===== src/rtl/voice_allocator_pkg.sv =====
// Shared definitions for the voice allocator: note width, FSM states,
// target kinds and the top-octave frequency ROM.
package voice_allocator_pkg;

  localparam int NOTE_BITS = 7;
  localparam int FREQ_BITS = 16;
  localparam int ROM_BITS  = 17;

  typedef enum logic [1:0] {
    S_IDLE,
    S_LOOKUP,
    S_APPLY,
    S_GAP
  } state_e;

  typedef enum logic [1:0] {
    T_FREE,
    T_RETRIG,
    T_STEAL
  } tgt_kind_e;

  // round(2^24 * f / 1 MHz) for C7..B7; lower octaves are right shifts of these.
  function automatic logic [ROM_BITS-1:0] freq_rom(input logic [3:0] idx);
    logic [ROM_BITS-1:0] v;
    case (idx)
      4'd0:    v = 17'd35115;
      4'd1:    v = 17'd37203;
      4'd2:    v = 17'd39415;
      4'd3:    v = 17'd41759;
      4'd4:    v = 17'd44242;
      4'd5:    v = 17'd46873;
      4'd6:    v = 17'd49660;
      4'd7:    v = 17'd52613;
      4'd8:    v = 17'd55741;
      4'd9:    v = 17'd59056;
      4'd10:   v = 17'd62567;
      4'd11:   v = 17'd66288;
      default: v = '0;
    endcase
    return v;
  endfunction

endpackage


===== src/rtl/voice_allocator_note_to_freq.sv =====
// MIDI note to tone_freq increment: octave split, ROM lookup, shift and
// saturate, with the result registered (one cycle of latency).
module note_to_freq
  import voice_allocator_pkg::*;
(
  input  logic                 clk,
  input  logic [NOTE_BITS-1:0] note_i,
  output logic [FREQ_BITS-1:0] freq_o
);

  logic [3:0]          oct;
  logic [3:0]          idx;
  logic [ROM_BITS-1:0] rom_val;
  logic [ROM_BITS-1:0] shifted;
  logic [FREQ_BITS-1:0] freq_d;
  logic [FREQ_BITS-1:0] freq_q;

  always_comb begin
    oct     = 4'(note_i / 7'd12);
    idx     = 4'(note_i % 7'd12);
    rom_val = freq_rom(idx);
    shifted = '0;
    freq_d  = 16'hFFFF;
    if (oct <= 4'd8) begin
      shifted = rom_val >> (4'd8 - oct);
      if (shifted <= 17'h0FFFF) freq_d = shifted[FREQ_BITS-1:0];
    end
  end

  always_ff @(posedge clk) begin
    freq_q <= freq_d;
  end

  assign freq_o = freq_q;

endmodule


===== src/rtl/voice_allocator.sv =====
// Polyphonic voice scheduler: lowest-free allocation, LRU stealing and a
// forced gate-low gap on steal/retrigger so the voice ADSR restarts.
module voice_allocator
  import voice_allocator_pkg::*;
#(
  parameter int NUM_VOICES    = 4,
  parameter int RETRIG_CYCLES = 64
) (
  input  logic                    clk,
  input  logic                    rst_n,
  input  logic                    ev_valid,
  output logic                    ev_ready,
  input  logic                    ev_note_on,
  input  logic [NOTE_BITS-1:0]    ev_note,
  output logic [NUM_VOICES-1:0]   voice_gate,
  output logic [16*NUM_VOICES-1:0] voice_freq,
  output logic                    voice_stolen
);

  localparam int AW = $clog2(NUM_VOICES);
  localparam int CW = $clog2(RETRIG_CYCLES) + 1;

  state_e                 state_q, state_d;
  tgt_kind_e              kind_q;
  logic [AW-1:0]          tgt_q;
  logic                   hit_q;
  logic                   ev_on_q;
  logic [NOTE_BITS-1:0]   ev_note_q;
  logic [CW-1:0]          cnt_q;
  logic                   stolen_q;
  logic [NUM_VOICES-1:0]  gate_q;
  logic [NOTE_BITS-1:0]   note_q [NUM_VOICES];
  logic [AW-1:0]          age_q  [NUM_VOICES];
  logic [FREQ_BITS-1:0]   freq_q [NUM_VOICES];
  logic [FREQ_BITS-1:0]   lut_freq;

  logic                   match_hit, free_hit;
  logic [AW-1:0]          match_idx, free_idx, oldest_idx;

  note_to_freq u_note_to_freq (
    .clk    (clk),
    .note_i (ev_note_q),
    .freq_o (lut_freq)
  );

  // Descending scan so the lowest matching index wins.
  always_comb begin
    match_hit  = 1'b0;
    match_idx  = '0;
    free_hit   = 1'b0;
    free_idx   = '0;
    oldest_idx = '0;
    for (int i = NUM_VOICES - 1; i >= 0; i--) begin
      if (gate_q[i] && (note_q[i] == ev_note)) begin
        match_hit = 1'b1;
        match_idx = AW'(i);
      end
      if (!gate_q[i]) begin
        free_hit = 1'b1;
        free_idx = AW'(i);
      end
      if (age_q[i] == AW'(NUM_VOICES - 1)) oldest_idx = AW'(i);
    end
  end

  always_comb begin
    state_d  = state_q;
    ev_ready = 1'b0;
    case (state_q)
      S_IDLE: begin
        ev_ready = 1'b1;
        if (ev_valid) state_d = ev_note_on ? S_LOOKUP : S_APPLY;
      end
      S_LOOKUP: state_d = S_APPLY;
      S_APPLY:  state_d = (ev_on_q && (kind_q != T_FREE)) ? S_GAP : S_IDLE;
      S_GAP:    if (cnt_q == '0) state_d = S_IDLE;
      default:  state_d = S_IDLE;
    endcase
  end

  always_ff @(posedge clk or negedge rst_n) begin
    if (!rst_n) state_q <= S_IDLE;
    else        state_q <= state_d;
  end

  always_ff @(posedge clk or negedge rst_n) begin
    if (!rst_n) begin
      kind_q    <= T_FREE;
      tgt_q     <= '0;
      hit_q     <= 1'b0;
      ev_on_q   <= 1'b0;
      ev_note_q <= '0;
      cnt_q     <= '0;
      stolen_q  <= 1'b0;
      gate_q    <= '0;
      for (int i = 0; i < NUM_VOICES; i++) begin
        note_q[i] <= '0;
        age_q[i]  <= AW'(i);
        freq_q[i] <= '0;
      end
    end else begin
      stolen_q <= 1'b0;
      case (state_q)
        S_IDLE: if (ev_valid) begin
          ev_on_q   <= ev_note_on;
          ev_note_q <= ev_note;
          hit_q     <= match_hit;
          if (!ev_note_on || match_hit) begin
            tgt_q  <= match_idx;
            kind_q <= T_RETRIG;
          end else if (free_hit) begin
            tgt_q  <= free_idx;
            kind_q <= T_FREE;
          end else begin
            tgt_q  <= oldest_idx;
            kind_q <= T_STEAL;
          end
        end
        S_APPLY: if (ev_on_q) begin
          freq_q[tgt_q] <= lut_freq;
          note_q[tgt_q] <= ev_note_q;
          gate_q[tgt_q] <= (kind_q == T_FREE);
          stolen_q      <= (kind_q == T_STEAL);
          cnt_q         <= CW'(RETRIG_CYCLES - 1);
          for (int i = 0; i < NUM_VOICES; i++) begin
            if (AW'(i) == tgt_q)              age_q[i] <= '0;
            else if (age_q[i] < age_q[tgt_q]) age_q[i] <= age_q[i] + 1'b1;
          end
        end else if (hit_q) begin
          gate_q[tgt_q] <= 1'b0;
        end
        S_GAP: begin
          if (cnt_q == '0) gate_q[tgt_q] <= 1'b1;
          else             cnt_q <= cnt_q - 1'b1;
        end
        default: ;
      endcase
    end
  end

  always_comb begin
    for (int i = 0; i < NUM_VOICES; i++) voice_freq[16*i +: 16] = freq_q[i];
  end

  assign voice_gate   = gate_q;
  assign voice_stolen = stolen_q;

endmodule


===== config.mk =====
export PLATFORM = sky130hd
export DESIGN_NAME = voice_allocator
export DESIGN_NICKNAME = d
export VERILOG_FILES = /design/src/rtl/voice_allocator_pkg.sv /design/src/rtl/voice_allocator_note_to_freq.sv /design/src/rtl/voice_allocator.sv
export SDC_FILE = /design/constraint.sdc
export NUM_CORES = 1
export LEC_CHECK = 0
export BUFFER_PORTS_ARGS = -buffer_cell sky130_fd_sc_hd__clkbuf_2
export CORE_UTILIZATION = 35
export DETAILED_ROUTE_END_ITERATION = 7
export GPL_TIMING_DRIVEN = 1
export SKIP_LAST_GASP = 1
export SYNTH_ARGS = -nofsm -noshare
export SYNTH_HDL_FRONTEND = slang
export SYNTH_HIERARCHICAL = 1
export SYNTH_SLANG_ARGS = --single-unit

===== constraint.sdc =====
create_clock -name clk -period 3.25 [get_ports clk]
set_input_delay 0.1625 -clock clk [delete_from_list [all_inputs] [get_ports clk]]
set_output_delay 0.1625 -clock clk [all_outputs]
set_load 0.05 [all_outputs]

# == After elaboration in Yosys (flattened, before gate mapping) ==
# Memory sizes are Yosys's and may differ from the RTL's.
# Index checks and enable logic that the tools add are counted.
# word_totals
reg_bits,143
rom_bits,272
in_bits,11
wordCells,154
mem_count,1
# op_classes
add_sub_neg,6
n_div,2
n_lt_le_gt_ge,10
eq_ne,20
shifts,1
mux,59
n_bitwise,4
reduce_logical,29
# memory_table
name,words,width,read_ports,rd_ports_with_merged_regs,wr,line,text
(name not given),16,17,1,0,0,voice_allocator_pkg.sv:25,case (idx)
# op_table
op,count
bitwise mux 64 bit,1
2-to-1 mux 2 bit,30
demux 16 bit (select 2 bit),1
bitwise mux 28 bit,1
== test 7 bit,4
2-to-1 mux 7 bit,3
AND reduction 3 bit,6
less-or-equal comparator 17 x 16 -> 1 bit (second input constant),1
>> shifter 17 x 4 -> 17 bit,1
2-to-1 mux 16 bit,1
demux 7 bit (select 2 bit),1
== test 2 bit (second input constant),7
case mux 7 bit (2 select lines),1
2-to-1 mux 1 bit,12
2-to-1 mux 4 bit,3
nonzero test 2 bit,6
adder 2 x 1 -> 2 bit (second input constant),4
< comparator 2 bit,4
!= test 2 bit (second input constant),4
case mux 2 bit (4 select lines),1
case mux 4 bit (2 select lines),1
AND reduction 2 bit,4
divider 7 x 4 -> 7 bit (second input constant),1
logical AND 1 bit,7
other kinds (23),26

# == Longest topological paths before layout ==
# logic_depth
ltp_word,9
mapped_depth,17
ltp_nobuf,12

# == By module ==
# The synthesis kept the hierarchy.
# by_module_without_submodules
mod,instances,cells_per_inst,area_per_inst_um2,seq_area_each_um2
voice_allocator,1,471,5721.7,3183.1
note_to_freq,1,422,2955.3,320.3

# == Worst setup path before layout ==
# No wires, ideal clock.
# synth_path
path_kind,flip-flop to flip-flop
startpoint,register ev_note_q[3]
endpoint,register u_note_to_freq.freq_q[3] (netlist: u_note_to_freq/freq_o[3])
arrival_ns,3.148
required_ns,3.116
slack_ns,-0.032
path_stages_with_launch,16
n_path_buf,5
path_cell_list,dfrtp_1 -> buf_6 -> buf_4 -> or2_0 -> a32oi_1 -> and2_1 -> nand2_1 -> inv_2 -> buf_2 -> ha_1 -> buf_1 -> xnor2_1 -> clkbuf_1 -> nor2_1 -> a311oi_1 -> a32oi_1
# synth_via
elab_chain_len,5
elab_cells_between_ends,8
# synth_rtl
element,line,text
"start, declared",voice_allocator.sv:28,logic [NOTE_BITS-1:0] ev_note_q;
"start signal, assigned",voice_allocator.sv:106,ev_note_q <= ev_note;
remainder unit 7 x 4 -> 7 bit or divider 7 x 4 -> 7 bit (tied branches),"voice_allocator_note_to_freq.sv:20, voice_allocator_note_to_freq.sv:19",
memory (16 x 17 bit) or subtractor 4 bit (tied branches),-,
>> shifter 17 x 4 -> 17 bit,voice_allocator_note_to_freq.sv:25,shifted = rom_val >> (4'd8 - oct);
less-or-equal comparator 17 x 16 -> 1 bit,voice_allocator_note_to_freq.sv:26,if (shifted <= 17'h0FFFF) freq_d = shifted[FREQ_BITS-1:0];
AND reduction 2 bit (no source line),-,
"end signal, assigned",voice_allocator_note_to_freq.sv:31,freq_q <= freq_d;
"end, declared",voice_allocator_note_to_freq.sv:16,logic [FREQ_BITS-1:0] freq_q;
# Parallel ways exist; a longest one is shown, timed or not.
# A chain may end at the register's enable or synchronous reset.

# == Final worst setup path ==
# layout_path
startpoint,register ev_note_q[6]
endpoint,register u_note_to_freq.freq_q[8] (netlist: u_note_to_freq/freq_o[8])
# The elaborated chain is that of the path after synthesis.

==> flow_metrics.tcl <==
set metrics [dict create \
    grt_max_degree 61 \
    timing.rr.end "u_note_to_freq/freq_o[8]$_SDFF_PN1_" \
    avgSynthCellArea_um2 9.72 \
    synth_cell_types 101 \
    slew_headroom_pct 46.6 \
    hpwl_mm 17.8 \
    grt_use_met1_pct 28.5 \
    drc 0 \
    cp-endpoint "u_note_to_freq/freq_o[8]$_SDFF_PN1_" \
    worst_slew_pin_slew_ns 0.801 \
    cp_slowest_stage_delay_ns 0.58 \
    drtIter0Drc 615 \
    synth_edf_count 0 \
    reg2reg_depth 9 \
    status "complete, no violations" \
    cts_tree "built" \
    netlist_top_cells_count "nand2_1, dfrtp_1, mux2_2" \
    grt_pass1_wl_mm 40.1 \
    path_cells "buf_4 > and2_1 > o21ai_2 > o22ai_1 > or4_1 > o21ai_1 > o22ai_2 > a211oi_1 > o221ai_1" \
    netlist.area_leader.share_pct 35.5 \
    clock_skew_ns 0.0105 \
    fin_crit_sh_pct 94.0 \
    grt_use_met2_pct 30.8 \
    finalNetCount 1018 \
    cp.arrival_ns 3.31 \
    synth_ff_type "dfrtp_1" \
    htreeDepth 4 \
    vias 7377 \
    finalSetupViolCount 0 \
    cts_buffers 17 \
    drt-pass1-iter-count 5 \
    fin_tns_setup_ns 0 \
    cp_max_fo 16 \
    grt_pass1_vias 7022 \
    worstHoldStart "ev_valid" \
    clock_sinks 143 \
    drt-vias-per-instance 5.55 \
    synth-seq-area-share_pct 40.4 \
    crit_required_ns 3.50 \
    rsz0062_at_grt "no" \
    critPathKind "reg2reg" \
    fillers 2349 \
    synth_cells 893 \
    syn_nets 919 \
    holdCritPathClass "in2reg" \
    ys_warn_count 6 \
    grt_use_met3_pct 2.60 \
    maxSlewViolCount 0 \
    gp_congestion 0.903 \
    crit_buf_inv 1 \
    totalWireLength_mm 24.6 \
    synthTopCellsByArea "dfrtp_1, mux2_2, nand2_1" \
    clock.fmax_ghz 0.327 \
    clockRootBuffer "clkbuf_16" \
    postSynth.asyncResetShare_pct 88.8 \
    max-cap-violations 0 \
    port_buffers 80 \
    cts_buffer_depth 2 \
    num_antenna_cells 0 \
    grt-busiest-layer "met2" \
    routedWlPerCell_um 18.5 \
    rows 57 \
    slowest_stage "or4_1" \
    die_h_um 159 \
    grt.total_usage_pct 19.8 \
    cp_num_cells 9 \
    critPathTopFamily "compound AO/OA/AOI/OAI gates" \
    clk_latency_ns 0.42 \
    critPathLaunch "ev_note_q[6]$_DFFE_PN0P_" \
    syn_to_final_growth_pct 17.9 \
    hold_viol_final 0 \
    dieArea_um2 25400 \
    synth_area_um2 8680 \
    synth-seq-cells 143 \
    ios 81 \
    drive_gt1_share_pct 29.3 \
    grt_overflow 0 \
    coreArea_um2 24300 \
    clk_pin_slew_ns 0.06 \
    ant_nets 0 \
    synth_most_common_cell "nand2_1" \
    r2r_slack_ns 0.20 \
    netlist.top_cell.by_area "dfrtp_1" \
    r2r_start "ev_note_q[6]$_DFFE_PN0P_" \
    antenna_found_initial 0 \
    start_util_pct 35.7 \
    fin_crit_ns 3.05 \
    crit_path_end_kind "flip-flop" \
    startpoint_type "flip-flop" \
    die_w_um 159 \
    postCtsSetupRepairBufs 0 \
]
metal layers:
metal,routed length [um],vias to the layer above
li1,-,3462
met1,11900,3683
met2,11500,208
met3,915,24
met4,271,0
met5,0,-
cells by family (layout without fill, tap and decap cells):
| kind of cell | count (synthesis) | after routing | share of synthesized area, % |
|---|---|---|---|
| AOI/OAI and AO/OA | 216 | 216 | 18.9 |
| xor gates and xnor gates | 45 | 45 | 4.54 |
| adders and majority gates | 15 | 15 | 2.16 |
| buffers and inverters | 81 | 193 | 5.13 |
| DFF | 143 | 143 | 40.4 |
| muxes | 94 | 94 | 12.4 |
| and+or+nand+nor | 299 | 299 | 16.5 |
through the flow:
step | instance area, um^2 | setup WS (ns) | hold WS (ns) | std cells | util, %
global route | 10200 | 0.00437 | 0.0141 | 1329 | 42.1
detailed placement | 9610 | 0.0668 | 0.290 | 1296 | 39.5
finish | 10200 | 0.195 | 0.0197 | 1329 | 42.1
global placement | 9610 | 0.0722 | 0.293 | 1296 | 39.5
floorplan | 8680 | 0.124 | -0.133 | 893 | -
CTS | 10200 | 0.0548 | 0.00286 | 1329 | 42.0
worst min path at each step:
stage,endpoint,slack [ns],depth (start not counted)
2_1_floorplan,age_q[2]$_DFFE_PN0P_,-0.13,0
3_3_place_gp,cnt_q[3]$_DFFE_PN0P_,0.29,1
3_5_place_dp,cnt_q[3]$_DFFE_PN0P_,0.29,1
4_1_cts,state_q[0]$_DFFE_PN0P_,0.003,2
5_1_grt,state_q[1]$_DFFE_PN0P_,0.01,2
6_report,state_q[0]$_DFFE_PN0P_,0.02,2
sequential cells by signal (all words and copies together) (netlist names):
signal,count
voice_stolen,1
u_note_to_freq/freq_o,16
cnt_q,7
tgt_q,2
voice_gate,4
hit_q,1
ev_on_q,1
ev_note_q,7
note_q,28
age_q,8
state_q,2
voice_freq,64
kind_q,2
worst reg2reg max path: stages (launching register included):
cell	delay [ns]
dfrtp_1	0.47
buf_4	0.25
and2_1	0.25
o21ai_2	0.19
o22ai_1	0.13
or4_1	0.58
o21ai_1	0.26
o22ai_2	0.21
a211oi_1	0.33
o221ai_1	0.22
final cells by class:
cell class              instances  area, um^2  share of cell area, %
clock buffers                  20         447                   4.37
clock inverters                12         134                   1.31
inverters                      22        82.6                  0.807
multi-input cells             669        4750                   46.4
flip-flops and latches        143        3510                   34.3
well taps                     324         405                   3.96
repair buffers                139         906                   8.86
what timing repair did:
action | CTS | global route
hold buffers | 1 | 0
setup endpoints to repair | 0 | 12
hold endpoints to repair | 54 | 0
gates resized for setup | 0 | 8
cell usage in the layout (no fill, tap or decap), types with 6 or more instances in the layout:
cell / Yosys / routed
dfrtp_1: 123 / 121
inv_1: 20 / 20
nand2_1: 138 / 138
clkbuf_16: 0 / 17
buf_4: 10 / 54
o211ai_1: 9 / 9
nand4_1: 11 / 11
dfxtp_1: 16 / 16
nand2b_1: 10 / 9
clkbuf_2: 0 / 79
a31oi_1: 7 / 7
mux2i_1: 7 / 7
nor2_1: 54 / 52
ha_1: 15 / 15
xnor2_1: 36 / 36
o21ai_1: 6 / 6
nand3_1: 15 / 15
a211oi_1: 9 / 9
nor3_1: 13 / 12
xor2_1: 9 / 9
a22oi_1: 7 / 6
mux2_2: 83 / 83
o22ai_1: 14 / 14
a21oi_1: 32 / 31
nor2b_1: 10 / 10
o21ai_0: 35 / 35
Power is not shown: default switching activity piles up to over one toggle a cycle in this logic, so the estimate is an artifact.
